### src/rtl/y86_regfile_mp.sv
// y86_regfile_mp: Y86 register file with two write ports (valE, valM), two
// combinational read ports and a per-register busy scoreboard for decode stalls.
// Optional macro REGFILE_BYPASS_EN forwards same-cycle write data to the reads.
module y86_regfile_mp #(
   parameter int unsigned       DATA_W    = 32,
   parameter int unsigned       ADDR_W    = 4,
   parameter int unsigned       REG_CNT   = 16,
   parameter int unsigned       NONE_ADDR = 15,
   parameter logic [DATA_W-1:0] RESET_VAL = '0
) (
   input  logic              clock,
   input  logic              reset,
   input  logic              wr_en_e,
   input  logic [ADDR_W-1:0] wr_addr_e,
   input  logic [DATA_W-1:0] wr_data_e,
   input  logic              wr_en_m,
   input  logic [ADDR_W-1:0] wr_addr_m,
   input  logic [DATA_W-1:0] wr_data_m,
   input  logic [ADDR_W-1:0] rd_addr_a,
   output logic [DATA_W-1:0] rd_data_a,
   output logic              rd_busy_a,
   input  logic [ADDR_W-1:0] rd_addr_b,
   output logic [DATA_W-1:0] rd_data_b,
   output logic              rd_busy_b,
   input  logic              rsv_en,
   input  logic [ADDR_W-1:0] rsv_addr,
   output logic [ADDR_W:0]   busy_cnt
);

   localparam int unsigned CNT_W = ADDR_W + 1;
   localparam int unsigned IDX_W = (REG_CNT > 1) ? $clog2(REG_CNT) : 1;

   logic [DATA_W-1:0]  regs [REG_CNT];
   logic [REG_CNT-1:0] busy;
   logic [REG_CNT-1:0] busy_nxt;
   logic [CNT_W-1:0]   cnt_nxt;
   logic               we_e_ok;
   logic               we_m_ok;
   logic               rsv_ok;

   // A real register: not the none slot and inside the populated range
   function automatic logic addr_ok(input logic [ADDR_W-1:0] a);
      return (a != ADDR_W'(NONE_ADDR)) && ({1'b0, a} < CNT_W'(REG_CNT));
   endfunction

   function automatic logic [IDX_W-1:0] idx(input logic [ADDR_W-1:0] a);
      return IDX_W'(a);
   endfunction

   assign we_e_ok = wr_en_e && addr_ok(wr_addr_e);
   assign we_m_ok = wr_en_m && addr_ok(wr_addr_m);
   assign rsv_ok  = rsv_en  && addr_ok(rsv_addr);

   // Next busy vector: writes retire producers, a same-cycle reserve re-arms
   always_comb begin
      busy_nxt = busy;
      if (we_e_ok) busy_nxt[idx(wr_addr_e)] = 1'b0;
      if (we_m_ok) busy_nxt[idx(wr_addr_m)] = 1'b0;
      if (rsv_ok)  busy_nxt[idx(rsv_addr)]  = 1'b1;
   end

   // Population count of the next busy vector
   always_comb begin
      cnt_nxt = '0;
      for (int unsigned i = 0; i < REG_CNT; i++) begin
         cnt_nxt = cnt_nxt + CNT_W'(busy_nxt[i]);
      end
   end

   // State update; port M is written last so it wins on a shared address
   always_ff @(posedge clock) begin
      if (reset) begin
         for (int unsigned i = 0; i < REG_CNT; i++) begin
            regs[i] <= RESET_VAL;
         end
         busy     <= '0;
         busy_cnt <= '0;
      end else begin
         if (we_e_ok) regs[idx(wr_addr_e)] <= wr_data_e;
         if (we_m_ok) regs[idx(wr_addr_m)] <= wr_data_m;
         busy     <= busy_nxt;
         busy_cnt <= cnt_nxt;
      end
   end

   // Read port A: stored state, optionally overridden by same-cycle writes
   always_comb begin
      rd_data_a = '0;
      rd_busy_a = 1'b0;
      if (addr_ok(rd_addr_a)) begin
         rd_data_a = regs[idx(rd_addr_a)];
         rd_busy_a = busy[idx(rd_addr_a)];
`ifdef REGFILE_BYPASS_EN
         if (we_m_ok && (wr_addr_m == rd_addr_a)) begin
            rd_data_a = wr_data_m;
            rd_busy_a = rsv_ok && (rsv_addr == rd_addr_a);
         end else if (we_e_ok && (wr_addr_e == rd_addr_a)) begin
            rd_data_a = wr_data_e;
            rd_busy_a = rsv_ok && (rsv_addr == rd_addr_a);
         end
`endif
      end
   end

   // Read port B: identical to port A
   always_comb begin
      rd_data_b = '0;
      rd_busy_b = 1'b0;
      if (addr_ok(rd_addr_b)) begin
         rd_data_b = regs[idx(rd_addr_b)];
         rd_busy_b = busy[idx(rd_addr_b)];
`ifdef REGFILE_BYPASS_EN
         if (we_m_ok && (wr_addr_m == rd_addr_b)) begin
            rd_data_b = wr_data_m;
            rd_busy_b = rsv_ok && (rsv_addr == rd_addr_b);
         end else if (we_e_ok && (wr_addr_e == rd_addr_b)) begin
            rd_data_b = wr_data_e;
            rd_busy_b = rsv_ok && (rsv_addr == rd_addr_b);
         end
`endif
      end
   end

endmodule

### config.mk
export PLATFORM = sky130hd
export DESIGN_NAME = y86_regfile_mp
export DESIGN_NICKNAME = d
export VERILOG_FILES = /design/src/rtl/y86_regfile_mp.sv
export SDC_FILE = /design/constraint.sdc
export NUM_CORES = 1
export LEC_CHECK = 0
export CORE_AREA = 2 2 223 335
export CTS_CLUSTER_DIAMETER = 120
export DETAILED_ROUTE_END_ITERATION = 6
export DIE_AREA = 0 0 225 337
export GPL_ROUTABILITY_DRIVEN = 0
export GPL_TIMING_DRIVEN = 0
export REMOVE_ABC_BUFFERS = 1
export SYNTH_ARGS = -nofsm -noshare
export SYNTH_HDL_FRONTEND = slang
export SYNTH_SLANG_ARGS = --single-unit
### constraint.sdc
create_clock -name clock -period 6.1 [get_ports clock]
set_input_delay 0.915 -clock clock [delete_from_list [all_inputs] [get_ports clock]]
set_output_delay 0.915 -clock clock [all_outputs]
set_load 0.02 [all_outputs]
Yosys cells after proc, flatten, opt, wreduce, memory -nomap -nowiden

Memory sizes are Yosys's and may differ from the RTL's.
Cells that the tools add are included.
Widths: inputs -> output; s select.

Bitwise operators: 5
Order comparisons: 8
Muxes and demuxes: 31
$add $sub $neg: 15
Equality and inequality tests: 5
Reductions and logical operators: 8

Operator list:

| operator           | count |
|---|---|
| $mux 32            | 4 |
| $reduce_or 32->1   | 2 |
| $add 5x1->5        | 11 |
| $mux 16            | 3 |
| $and 16x16->16     | 2 |
| $not 16->16        | 2 |
| $lt 4x5->1 const B | 5 |
| $ne 4x4->1 const B | 5 |
| $mux 1             | 17 |
| $or 16x16->16      | 1 |
| $demux 1 s4        | 3 |
| $ge 4x1->1 const B | 3 |
| $bmux 1 s4         | 2 |
| $mux 4             | 2 |
| $logic_and 1x1->1  | 6 |
| $add 4x1->5        | 1 |
| $add 3x1->4        | 1 |
| $add 2x1->3        | 1 |
| $add 1x1->2        | 1 |

Bits of input ports: 89
Output and inout port bits: 71
Register bits: 21
Word-level logic and storage cells: 75
Memory bits (writable): 512
Memories: 1

Memories:

| name | depth | bits a word | read ports | clocked after Yosys merged registers in | write ports | line | text |
|---|---|---|---|---|---|---|---|
| regs | 16    | 32          | 2          | 0                                       | 16          | 33   | `logic [DATA_W-1:0] regs [REG_CNT];` |

Logic depth before layout (Yosys ltp)

Word-level depth: 26
Gate-level depth with buffers: 16
Gate-level depth less buffers: 15

Worst setup path after synthesis

Ideal clock, no wire load.

Path kind: input-to-reg
Start point: in wr_addr_m[3]
End point: reg busy_cnt[4]
Required time: 6020 ps
Library setup time: 80 ps
Arrival: 4775 ps
Path buffers: 1
Path slack: 1245 ps
Cell stages on the path: 16
Cell sequence: and3b_2 -> buf_4 -> nand3_1 -> a32o_1 -> fa_1 -> inv_1 -> fa_1 -> fa_1 -> inv_1 -> fa_1 -> ha_1 -> inv_1 -> fa_1 -> inv_1 -> a21oi_1 -> nor3b_1

Elaborated cells on any way between the ends: 27
Classes of those cells: add/sub: 15; order compare: 2; eq/ne: 1; mux: 4; bitwise: 3; reduce/logical: 2

RTL lines:

| item                                                           | line | text |
|---|---|---|
| from (decl)                                                    | 17   | `input logic [ADDR_W-1:0] wr_addr_m,` |
| $lt 4x5->1 (implied by the code) or $ge 4x1->1 (tied branches) | 58   | `if (we_m_ok) busy_nxt[idx(wr_addr_m)] = 1'b0;` |
| $logic_and 1x1->1 (implied by the code)                        | 58   |  |
| $mux 1 (implied by the code)                                   | 58   |  |
| $demux 1 s4                                                    | 58   |  |
| $not 16->16 (no line)                                          | -    |  |
| $and 16x16->16 (no line)                                       | -    |  |
| $mux 16 *                                                      | 58   |  |
| $or 16x16->16 (no line)                                        | -    |  |
| $mux 16 *                                                      | 59   | `if (rsv_ok) busy_nxt[idx(rsv_addr)] = 1'b1;` |
| via busy_nxt[7]                                                | 35   | `logic [REG_CNT-1:0] busy_nxt;` |
| $add 5x1->5 * (9 in a row)                                     | 66   | `cnt_nxt = cnt_nxt + CNT_W'(busy_nxt[i]);` |
| to (signal assigned)                                           | 82   | `busy_cnt <= cnt_nxt;` |
| to (decl)                                                      | 27   | `output logic [ADDR_W:0] busy_cnt` |

The timed path passes the listed nets; every way through them passes the cells marked *.
A chain may end at the register's enable or synchronous reset.

Worst setup path in the final report

Start point: in wr_addr_m[0]
End point: reg busy_cnt[4]

Longest elaborated chain between the ends: 24
Elaborated cells on any way between the ends: 27
Classes of those cells: add/sub: 15; order compare: 2; eq/ne: 1; mux: 4; bitwise: 3; reduce/logical: 2

Ends and longest elaborated chain:

| item                                                           | line |
|---|---|
| $lt 4x5->1 (implied by the code) or $ge 4x1->1 (tied branches) | 58 |
| $logic_and 1x1->1 (implied by the code)                        | 58 |
| $mux 1 (implied by the code)                                   | 58 |
| $demux 1 s4                                                    | 58 |
| $not 16->16 (no line)                                          | - |
| $and 16x16->16 (no line)                                       | - |
| $mux 16 *                                                      | 58 |
| $or 16x16->16 (no line)                                        | - |
| $mux 16 *                                                      | 59 |
| $add 1x1->2                                                    | 66 |
| $add 2x1->3                                                    | 66 |
| $add 3x1->4                                                    | 66 |
| $add 4x1->5                                                    | 66 |
| $add 5x1->5 (10 in a row)                                      | 66 |
| $add 5x1->5 *                                                  | 66 |

Every way passes the cells marked *; elsewhere a longest branch is shown, timed or not.

==> summary.txt <==
Pwr
  – Total power: 8.63 mW
  – Net switching power: 2.36 mW
  – Sw frac: 27.3%
  – Combinational share of power: 16.5%
  – Max IR drop VDD: 0.000218 V
  – P_leak: 11.8 nW
  – Clock Power Share: 35.6%
  – PwrDens: 255 mW/mm²
  – Internal: 6.28 mW
  – Reg power frac: 47.9%

Worst setup path
  – Delay-heaviest family, CP: adder cells
  – Reg2reg path depth: 13
  – Critical-path top delay cell: nor2b_2
  – Crit. path cell count: 15
  – Crit Path Category: input port to flop
  – Critical Path RT: 6.65 ns
  – Worst path bufs/invs: 4
  – CP Cell Sequence: clkdlybuf4s50_1 > nor2b_2 > nand2_1 > a32oi_1 > fa_1 > fa_1 > fa_1 > inv_1 > fa_1 > ha_1 > inv_1 > fa_1 > inv_1 > a21oi_1 > nor3b_1
  – Crit. End Element: flop
  – Crit path largest cell delay: 0.68 ns
  – Cell with the most instances on the worst path: fa_1
  – Worst-path maximum fanout: 11
  – Worst Setup Start Kind: input port
  – Arr. time, crit path: 6.14 ns

Timing
  – Slew Limit Fails: 0
  – Tcrit/Tclk final: 91.7%
  – FMAX: 179 MHz
  – Final hold slack: 0.479 ns
  – RSZ-0062 raised after global routing: false
  – Rel. slew slack: 19.8%
  – Crit path time final: 5.60 ns
  – Hold Fails Final Rpt: 0
  – Worst-margin pin slew: 1.20 ns
  – Setup Skew: 0.0153 ns
  – Final setup vio count: 0

Hold path
  – Hold path depth: 2
  – Hold Path Class: flop to flop

Floorplan
  – FP Rows: 122
  – Chip Width: 225 µm
  – Die Y: 337 µm
  – Die area: 0.0758 mm²
  – Io pins: 160
  – Core area: 0.0731 mm²
  – Starting Density: 39.7%

Finish
  – Final core occ: 46.4%
  – Post-route cell area: 0.0339 mm²
  – Area delta synth->final: 16.8%
  – Fraction of layout cells with a size suffix above 1: 17.8%
  – Most frequent cells in the layout: a22o_1, edfxtp_1, mux2i_1, clkdlybuf4s50_1, mux4_2
  – Layout Nets: 2247

Drt
  – Vias per cell: 7.28
  – DR iter-0 viols: 3125
  – DRT antenna net count: 0
  – Final WL: 114000 µm
  – Post-DR wirelength/cell: 36.5 µm
  – Routed via count: 22700
  – Router iterations before antenna repair: 6
  – DR DRC count: 0

Logic synthesis
  – Avg Inst Size Synth: 13.7 µm²
  – Primary FF master, synth: edfxtp_1
  – Register bit total from synthesis: 501
  – Yosys Warn Count: 0
  – Mapped Area: 0.0290 mm²
  – Synth async-reset ratio: 0%
  – Number of synthesized flops with an enable pin: 480
  – Yosys cell types: 58
  – Sequential area share after synthesis: 51.1%
  – Post-Syn Instances: 2123

Clock tree
  – Hold_buf cts: 0
  – Clk sinks: 501
  – CTS root buffer: clkbuf_16
  – Post-CTS Setup Repair Bufs: 0
  – Num CTS Buffers: 50
  – CTS tree: yes
  – Clock Latency Late Sink: 0.64 ns
  – # H-tree levels: 2
  – Max clock buf depth: 3
  – Worst-path clk slew: 0.07 ns

Placed design
  – DP HPWL: 70100 µm
  – Buffers added on ports: 159
  – Placed Area: 0.0323 mm²

Global routing
  – Initial antenna violation count: 5
  – Vias in the first global route: 22800
  – Wire length of the first global-routing pass: 160000 µm
  – Largest net degree at the start of global routing: 79
  – All-layer global routing usage: 29.6%
  – Overflow after GRT: 0

Flow run
  – Number of max-cap violations: 0

Run status
  – Outcome: finished clean
## synthesized netlist by cell type (all sizes together) (11+ instances only)
| cell type | number | area (µm²) |
|---|---|---|
| clkbuf | 152 | 571 |
| mux2i | 168 | 1680 |
| buf | 131 | 718 |
| dfxtp | 21 | 420 |
| o211ai | 32 | 240 |
| inv | 46 | 173 |
| a221oi | 31 | 272 |
| a22o | 480 | 4200 |
| nor2 | 36 | 138 |
| edfxtp | 480 | 14400 |
| and3 | 11 | 68.8 |
| nor2b | 11 | 68.8 |
| o22ai | 65 | 407 |
| nand2 | 56 | 210 |
| o221ai | 33 | 289 |
| a22oi | 73 | 548 |
| mux4 | 133 | 3000 |
| nand3 | 12 | 65.1 |
| mux2 | 32 | 360 |
| o21ai | 34 | 170 |
## metrics by stage
| step | setup slack (ns) | cells | setup TNS [ns] |
|---|---|---|---|
| final | 0.504 | 3113 | 0 |
| after global routing | 0.325 | 3113 | 0 |
| after CTS | 0.105 | 3111 | 0 |
| after detailed placement | -0.570 | 3021 | -1.80 |
| after global placement | -12.33 | 2929 | -1180.60 |
| after floorplan | 0.897 | 1840 | 0 |
## final cells by class
type | instances | area [µm²]
tap | 930 | 1160
inverter | 46 | 173
multi-input combinational | 1293 | 13000
timing repair buffer | 251 | 3210
clock inverter | 18 | 138
sequential | 501 | 14800
clock buffer | 72 | 1410
fill | 6229 | 39200
antenna | 2 | 5.00
## cell families after synthesis
group	Yosys count	synth area share, %
compound gates	778	22.5
xor+xnor	2	0.0604
fa+ha+maj	15	0.906
buf+inv	329	5.04
flops	501	51.1
mux	333	17.4
simple gates	165	3.02
## sequential cells by signal, indices dropped and copies added (netlist names)
register	flops
busy	16
busy_cnt	5
regs	480
## power by group through the flow
stage	Sequential (mW)	Combinational [mW]	Clock, mW
after floorplan	4.16	0.656	0
after global placement	4.19	1.47	0
after detailed placement	4.20	1.41	0
after CTS	4.13	1.41	3.07
after global routing	4.15	1.49	3.20
final	4.13	1.43	3.07
## layer usage
| layer | wire (µm) | part of all wire, % | GRT usage [%] | vias to the layer above |
|---|---|---|---|---|
| met3 | 12300 | 11 | 6.12 | 462 |
| li1 | - | - | - | 8904 |
| met1 | 39900 | 35 | 36.2 | 11500 |
| met4 | 7070 | 6.2 | 16.8 | 6 |
| met5 | 42 | 0.037 | 0 | - |
| met2 | 54200 | 48 | 48.5 | 1827 |
## tightest hold or removal path, delay by kind of cell (launching register included)
| kind | cells | cell delay (ns) |
|---|---|---|
| flops | 1 | 0.30 |
| simple gates | 1 | 0.05 |
| buf+inv | 1 | 0.08 |
## path summary, 6_finish.rpt
kind                 from           to  slack [ns]
min reg2reg      busy[15]     busy[15]        0.48
max          wr_addr_m[0]  busy_cnt[4]        0.50
min              busy[15]     busy[15]        0.48
max reg2reg       busy[7]  busy_cnt[4]        2.26
## what timing repair did
item	in CTS	in global routing
endpoints found under the setup margin	0	4
resized for setup	0	1
hold endpoints to repair	0	0
Note: power is estimated with default switching activity, not from simulation.
